==> src/rtl/serial_add_ctrl.sv <==
// Bit-serial adder sequencer: one 1-bit full-adder slice iterated LSB first over W bits.
// Latency: START sampled at edge k -> DONE pulse in the cycle after edge k+W (F/CO valid then).
// Backpressure: START is honoured only in IDLE/DONE; while BUSY it is ignored, no queuing.
// Optional feature macro: SERIAL_SUB_EN adds sub_i (A-B via ~B and carry-in forced to 1).
module serial_add_ctrl #(
  parameter int W = 8
) (
  input  logic         clk_i,
  input  logic         rst_i,
  input  logic         start_i,
  input  logic [W-1:0] a_i,
  input  logic [W-1:0] b_i,
  input  logic         ci_i,
`ifdef SERIAL_SUB_EN
  input  logic         sub_i,
`endif
  output logic         busy_o,
  output logic         done_o,
  output logic [W-1:0] f_o,
  output logic         co_o
);

  localparam int CW = (W > 1) ? $clog2(W) : 1;
  localparam logic [CW-1:0] LAST_BIT = CW'(W - 1);

  typedef enum logic [1:0] {
    ST_IDLE = 2'd0,
    ST_RUN  = 2'd1,
    ST_DONE = 2'd2
  } state_t;

  state_t          state_q, state_d;
  logic [W-1:0]    a_q, a_d;
  logic [W-1:0]    b_q, b_d;
  logic [W-1:0]    f_q, f_d;
  logic            c_q, c_d;
  logic            co_q, co_d;
  logic [CW-1:0]   cnt_q, cnt_d;

  // Subtract select seen by the capture logic; tied low in the add-only build.
  logic            sub_sel;
`ifdef SERIAL_SUB_EN
  assign sub_sel = sub_i;
`else
  assign sub_sel = 1'b0;
`endif

  // The single full-adder slice, always looking at the current LSBs and carry.
  logic slice_a, slice_b, slice_s, slice_co;
  assign slice_a  = a_q[0];
  assign slice_b  = b_q[0];
  assign slice_s  = slice_a ^ slice_b ^ c_q;
  assign slice_co = (slice_a & slice_b) | ((slice_a ^ slice_b) & c_q);

  // Next-state and datapath updates; everything holds unless a branch says otherwise.
  always_comb begin
    state_d = state_q;
    a_d     = a_q;
    b_d     = b_q;
    f_d     = f_q;
    c_d     = c_q;
    co_d    = co_q;
    cnt_d   = cnt_q;

    unique case (state_q)
      ST_IDLE, ST_DONE: begin
        if (start_i) begin
          // Capture is identical from IDLE and DONE so back-to-back ops lose no cycle.
          // F/CO are left alone here: they keep the previous result until shifting starts.
          state_d = ST_RUN;
          a_d     = a_i;
          b_d     = sub_sel ? ~b_i : b_i;
          c_d     = sub_sel ? 1'b1 : ci_i;
          cnt_d   = '0;
        end else begin
          state_d = ST_IDLE;
        end
      end

      ST_RUN: begin
        a_d = a_q >> 1;
        b_d = b_q >> 1;
        f_d = {slice_s, f_q[W-1:1]};
        c_d = slice_co;
        if (cnt_q == LAST_BIT) begin
          // MSB slice: its carry is the final carry-out. Counter is not advanced
          // past W-1 so it never wraps for non-power-of-two widths.
          state_d = ST_DONE;
          co_d    = slice_co;
        end else begin
          cnt_d = cnt_q + CW'(1);
        end
      end

      default: begin
        state_d = ST_IDLE;
      end
    endcase
  end

  // State and datapath registers; async reset discards any operation in flight.
  always_ff @(posedge clk_i or posedge rst_i) begin
    if (rst_i) begin
      state_q <= ST_IDLE;
      a_q     <= '0;
      b_q     <= '0;
      f_q     <= '0;
      c_q     <= 1'b0;
      co_q    <= 1'b0;
      cnt_q   <= '0;
    end else begin
      state_q <= state_d;
      a_q     <= a_d;
      b_q     <= b_d;
      f_q     <= f_d;
      c_q     <= c_d;
      co_q    <= co_d;
      cnt_q   <= cnt_d;
    end
  end

  assign busy_o = (state_q == ST_RUN);
  assign done_o = (state_q == ST_DONE);
  assign f_o    = f_q;
  assign co_o   = co_q;

endmodule

==> config.mk <==
export PLATFORM = sky130hd
export DESIGN_NAME = serial_add_ctrl
export DESIGN_NICKNAME = d
export VERILOG_FILES = /design/src/rtl/serial_add_ctrl.sv
export SDC_FILE = /design/constraint.sdc
export NUM_CORES = 1
export LEC_CHECK = 0
export ABC_AREA = 1
export BUFFER_PORTS_ARGS = -buffer_cell sky130_fd_sc_hd__buf_2
export CORE_ASPECT_RATIO = 1.4
export CORE_MARGIN = 2
export CORE_UTILIZATION = 41
export DETAILED_ROUTE_END_ITERATION = 10
export GPL_TIMING_DRIVEN = 0
export HOLD_SLACK_MARGIN = 0.06
export PLACE_DENSITY_LB_ADDON = 0.08
export SETUP_SLACK_MARGIN = 0.02
export SYNTH_ARGS = -nofsm -noshare
export SYNTH_HDL_FRONTEND = slang
export SYNTH_SLANG_ARGS = --single-unit
==> constraint.sdc <==
create_clock -name clk_i -period 1.7 [get_ports clk_i]
set_input_delay 0.34 -clock clk_i [delete_from_list [all_inputs] [get_ports clk_i]]
set_output_delay 0.34 -clock clk_i [all_outputs]
set_load 0.05 [all_outputs]
# [Yosys cells after proc, flatten, opt, wreduce, memory -nomap -nowiden]
# Cells that the tools add are included.
[classes] addsub=1 n_eq_ne=6 mux=12 n_bitwise=5 n_reduce_logical=6
[ops] op="8-bit one-hot mux with 2 select lines" count=2
[ops] op="8-bit two-way mux" count=2
[ops] op="3-bit two-way mux" count=2
[ops] op="3-bit one-hot mux with 2 select lines" count=1
[ops] op="2-bit != test, second input constant" count=2
[ops] op="2-bit one-hot mux with 2 select lines" count=1
[ops] op="2-bit AND reduction" count=2
[ops] op="3-bit by 1-bit adder with 3-bit output, second input constant" count=1
[ops] op="3-bit equality test, second input constant" count=1
[ops] op="3-bit AND reduction" count=1
[ops] op="1-bit bitwise AND" count=2
[ops] op="2-bit by 1-bit equality test with 1-bit output, second input constant" count=1
[ops] op="2-bit equality test, second input constant" count=1
[ops] op="2-bit logical NOT" count=1
[ops] op="1-bit two-way mux" count=2
[ops] op="2-bit two-way mux" count=1
[ops] op="2-bit by 1-bit != test with 1-bit output, second input constant" count=1
[ops] op="1-bit one-hot mux with 2 select lines" count=1
[ops] op="2-bit nonzero test" count=1
[ops] op="2-bit OR reduction" count=1
[ops] op="1-bit XOR" count=2
[ops] op="1-bit OR" count=1
[totals] register_bits=31 inputBits=20 out_inout_bits=11

# [Longest topological paths before layout]
[logic_depth] ltp_word=4 depth_mapped=8 ltp_nobuf=7

# [Worst setup path after synthesis]
# OpenSTA, ideal clock, no wires.
[synth_timing] kind="register -> output" start="register state_q[0]" end="output done_o" t_arrival_ps=1330 t_required_ps=1360 setup_slack_ps=30 path_stages_with_launch=4 n_path_buf=2 cell_sequence="dfrtp_1 -> buf_6 -> buf_2 -> nor2_1"
[synth_via] elab_chain_cells=1
[synth_lines] item="start, declared" line="32" text="state_t state_q, state_d;"
[synth_lines] item="start signal, assigned" line="112" text="state_q <= state_d;"
[synth_lines] item="2-bit equality test" line="123" text="assign done_o = (state_q == ST_DONE);"
[synth_lines] item="end, declared" line="18" text="output logic done_o,"
# Every way passes these cells.

# [Worst setup path in the final report]
# Same ends and word-level chain as after synthesis.

==> run summary <==
Via density: 4.62
Min Tclk post-route: 1.63 ns
Final hold viol count: 0
Post-synth top area share: 49.2%
Post-CTS setup buffer count: 0
Multi-input gate area: 596 sq um
Clk sinks: 31
Final ANT Viol Nets: 0
Final Cycle Share: 96.0%
Grt ovf: 0
Largest net degree at the start of global routing: 32
Cell at the slowest stage of the critical path: dfrtp_1
WP data arrival: 1.29 ns
Final GP Congestion: 0.725
Pwr dens: 2030 mW/mm^2
Post-synthesis cell type count: 15
Setup violators final: 0
Global-route wire length before repair: 5.51 mm
Worst skew pair latency: 0.28 ns
YS warnings: 0
Initial antenna violation count: 0
Share of layout cells above drive strength 1: 21.7%
Number of I/O pins: 31
# diodes: 0
Leakage: 1.12 nW
Top cell type by total area after synthesis: dfrtp_1
Outcome: completed
Largest stage delay on the critical path: 0.37 ns
Drt total wl: 3.04 mm
Critical path class: reg2out
Nets: 262
Setup TNS Final: 0 ns
Max-Cap Viols: 0
Vias: 1302
#FFs+latches synth: 31
Worst IR Drop VDD: 1.09 mV
GR met1 Demand/Resource: 20.3%
Synthesis-to-finish area growth: 21.0%
Hold/Removal Path Class: in2async
CP delay by family, top: buffers and inverters
HPWL after detailed placement: 2.03 mm
Most used cell, CP: buf_6
Post-Place Cells: 273
Buffer depth of the longest clock path: 2
DRC: 0
Drt pass-1 iters: 4
Hold_buf cts: 0
Filler cell count in the final layout: 394
Reg clk slew, reported paths: 0.06 ns
Die ar.: 0.00436 sq mm
Clk_skew: 0.00256 ns
Die width: 56.4 um
Fin area: 0.00191 sq mm
CP Launch Type: flip-flop
Register area: 776 sq um
CP bufs+invs: 3
Relative slew margins: 71.8%
Initial Util: 42.9%
Die height: 77.4 um
Worst-margin pin slew: 0.423 ns
Syn nets: 224
Met3 GRT Util: 3.67%
H-tree levels: 2
Avg Inst Size Synth: 7.84 sq um
Cell area after synthesis: 0.00158 sq mm
Port Buf Inserts: 30
Syn Inst Count: 201
Max-slew violation count: 0
Cell Area, Placed: 0.00178 sq mm
DRT iter0 DRCs: 40
TritonCTS clock tree: done
Clock root cell: clkbuf_8
GR Util All Layers: 16.2%
Inserted Clock Buffers: 5
Peak Freq: 612 MHz
Non-filler instance count after layout: 282
Crit path cell chain: buf_6, buf_2, nor2_2, buf_6
Worst r2r src: cnt_q[0]$_DFFE_PP0P_
Busiest grt layer: met2
Row Count: 26
Worst Setup SP: state_q[0]$_DFFE_PP0P_
RSZ-0062 raised after global routing: yes
Crit path max fanout: 10
Vias in the first global route: 1302
CP required: 1.36 ns
Core footprint: 0.00368 sq mm
Most frequent cells in the layout: nand2_1, inv_1, nand3_1
Grt met2 use: 26.0%
WL/cell: 10.8 um
Most common library cell in the layout ignoring fill and taps: nand2_1
Post-synthesis sequential area ratio: 49.2%
Worst Setup End Kind: primary output
Area contributors post-synth: dfrtp_1, nand2_1, nand3_1, inv_1, nand2_8
## layout make-up
type / count / area share [%]
flip-flops and latches: 31 / 40.7
multi-input cells: 123 / 31.2
repair buffers: 31 / 9.97
inverters: 40 / 8.39
clock buffers: 7 / 4.00
plain buffers: 7 / 2.75
well taps: 42 / 2.75
clock inverters: 1 / 0.262
## timing repair
| item | 4_1_cts | 5_1_grt |
|---|---|---|
| gates resized for setup | 4 | 3 |
| setup endpoints to repair | 2 | 2 |
| cloned | 0 | 0 |
## registers in the layout (all words and copies together), names as in the netlist
signal   count
a_q          8
b_q          8
c_q          1
cnt_q        3
co_o         1
f_o          8
state_q      2
## metal layers
metal  share of wire (%)  up-vias
li1                    -      682
met1                  46      589
met2                  47       24
met3                 4.0        7
met4                 2.5        0
met5                   0        -
## synthesized netlist by cell type
cell type / count
buf_2: 4
inv_4: 1
buf_6: 2
inv_6: 1
inv_1: 36
nand2_8: 3
ha_1: 2
nand2_1: 76
inv_2: 2
o21ai_0: 5
buf_4: 1
nand3_1: 34
dfrtp_1: 31
nor2_1: 2
fa_1: 1
## worst paths after layout
path,end,slack [ns],cells after the start
max,done_o,0.07,4
min,f_o[6]$_DFFE_PP0N_,0.04,2
max reg2reg,cnt_q[1]$_DFFE_PP0P_,0.38,7
min reg2reg,a_q[2]$_DFFE_PP0P_,0.48,2
max in group asynchronous,a_q[2]$_DFFE_PP0P_,1.21,3
min in group clk_i,a_q[7]$_DFFE_PP0P_,0.27,3
## cells by family after synthesis
family          share of synthesized area, %
simple gates                            33.2
buf+inv                                 13.2
flops                                   49.2
compound gates                          1.59
fa+ha+maj                               2.86
## per-stage QoR
step           total power [mW]  setup slack [ns]  util, %  hold slack (ns)
3_3_place_gp               3.31             0.193     48.4            0.462
2_1_floorplan              2.89            0.0299        -            0.444
3_5_place_dp               3.33             0.193     48.4            0.465
5_1_grt                    4.26           0.00772     51.9           0.0652
6_report                   3.87            0.0673     51.9           0.0390
4_1_cts                    3.92            0.0217     50.9            0.259
## where the power goes
part,internal [mW],switching (mW)
clock,0.287,0.268
sequential,1.10,0.191
combinational,0.682,1.35
No activity file was read; power rests on OpenSTA's default activity.
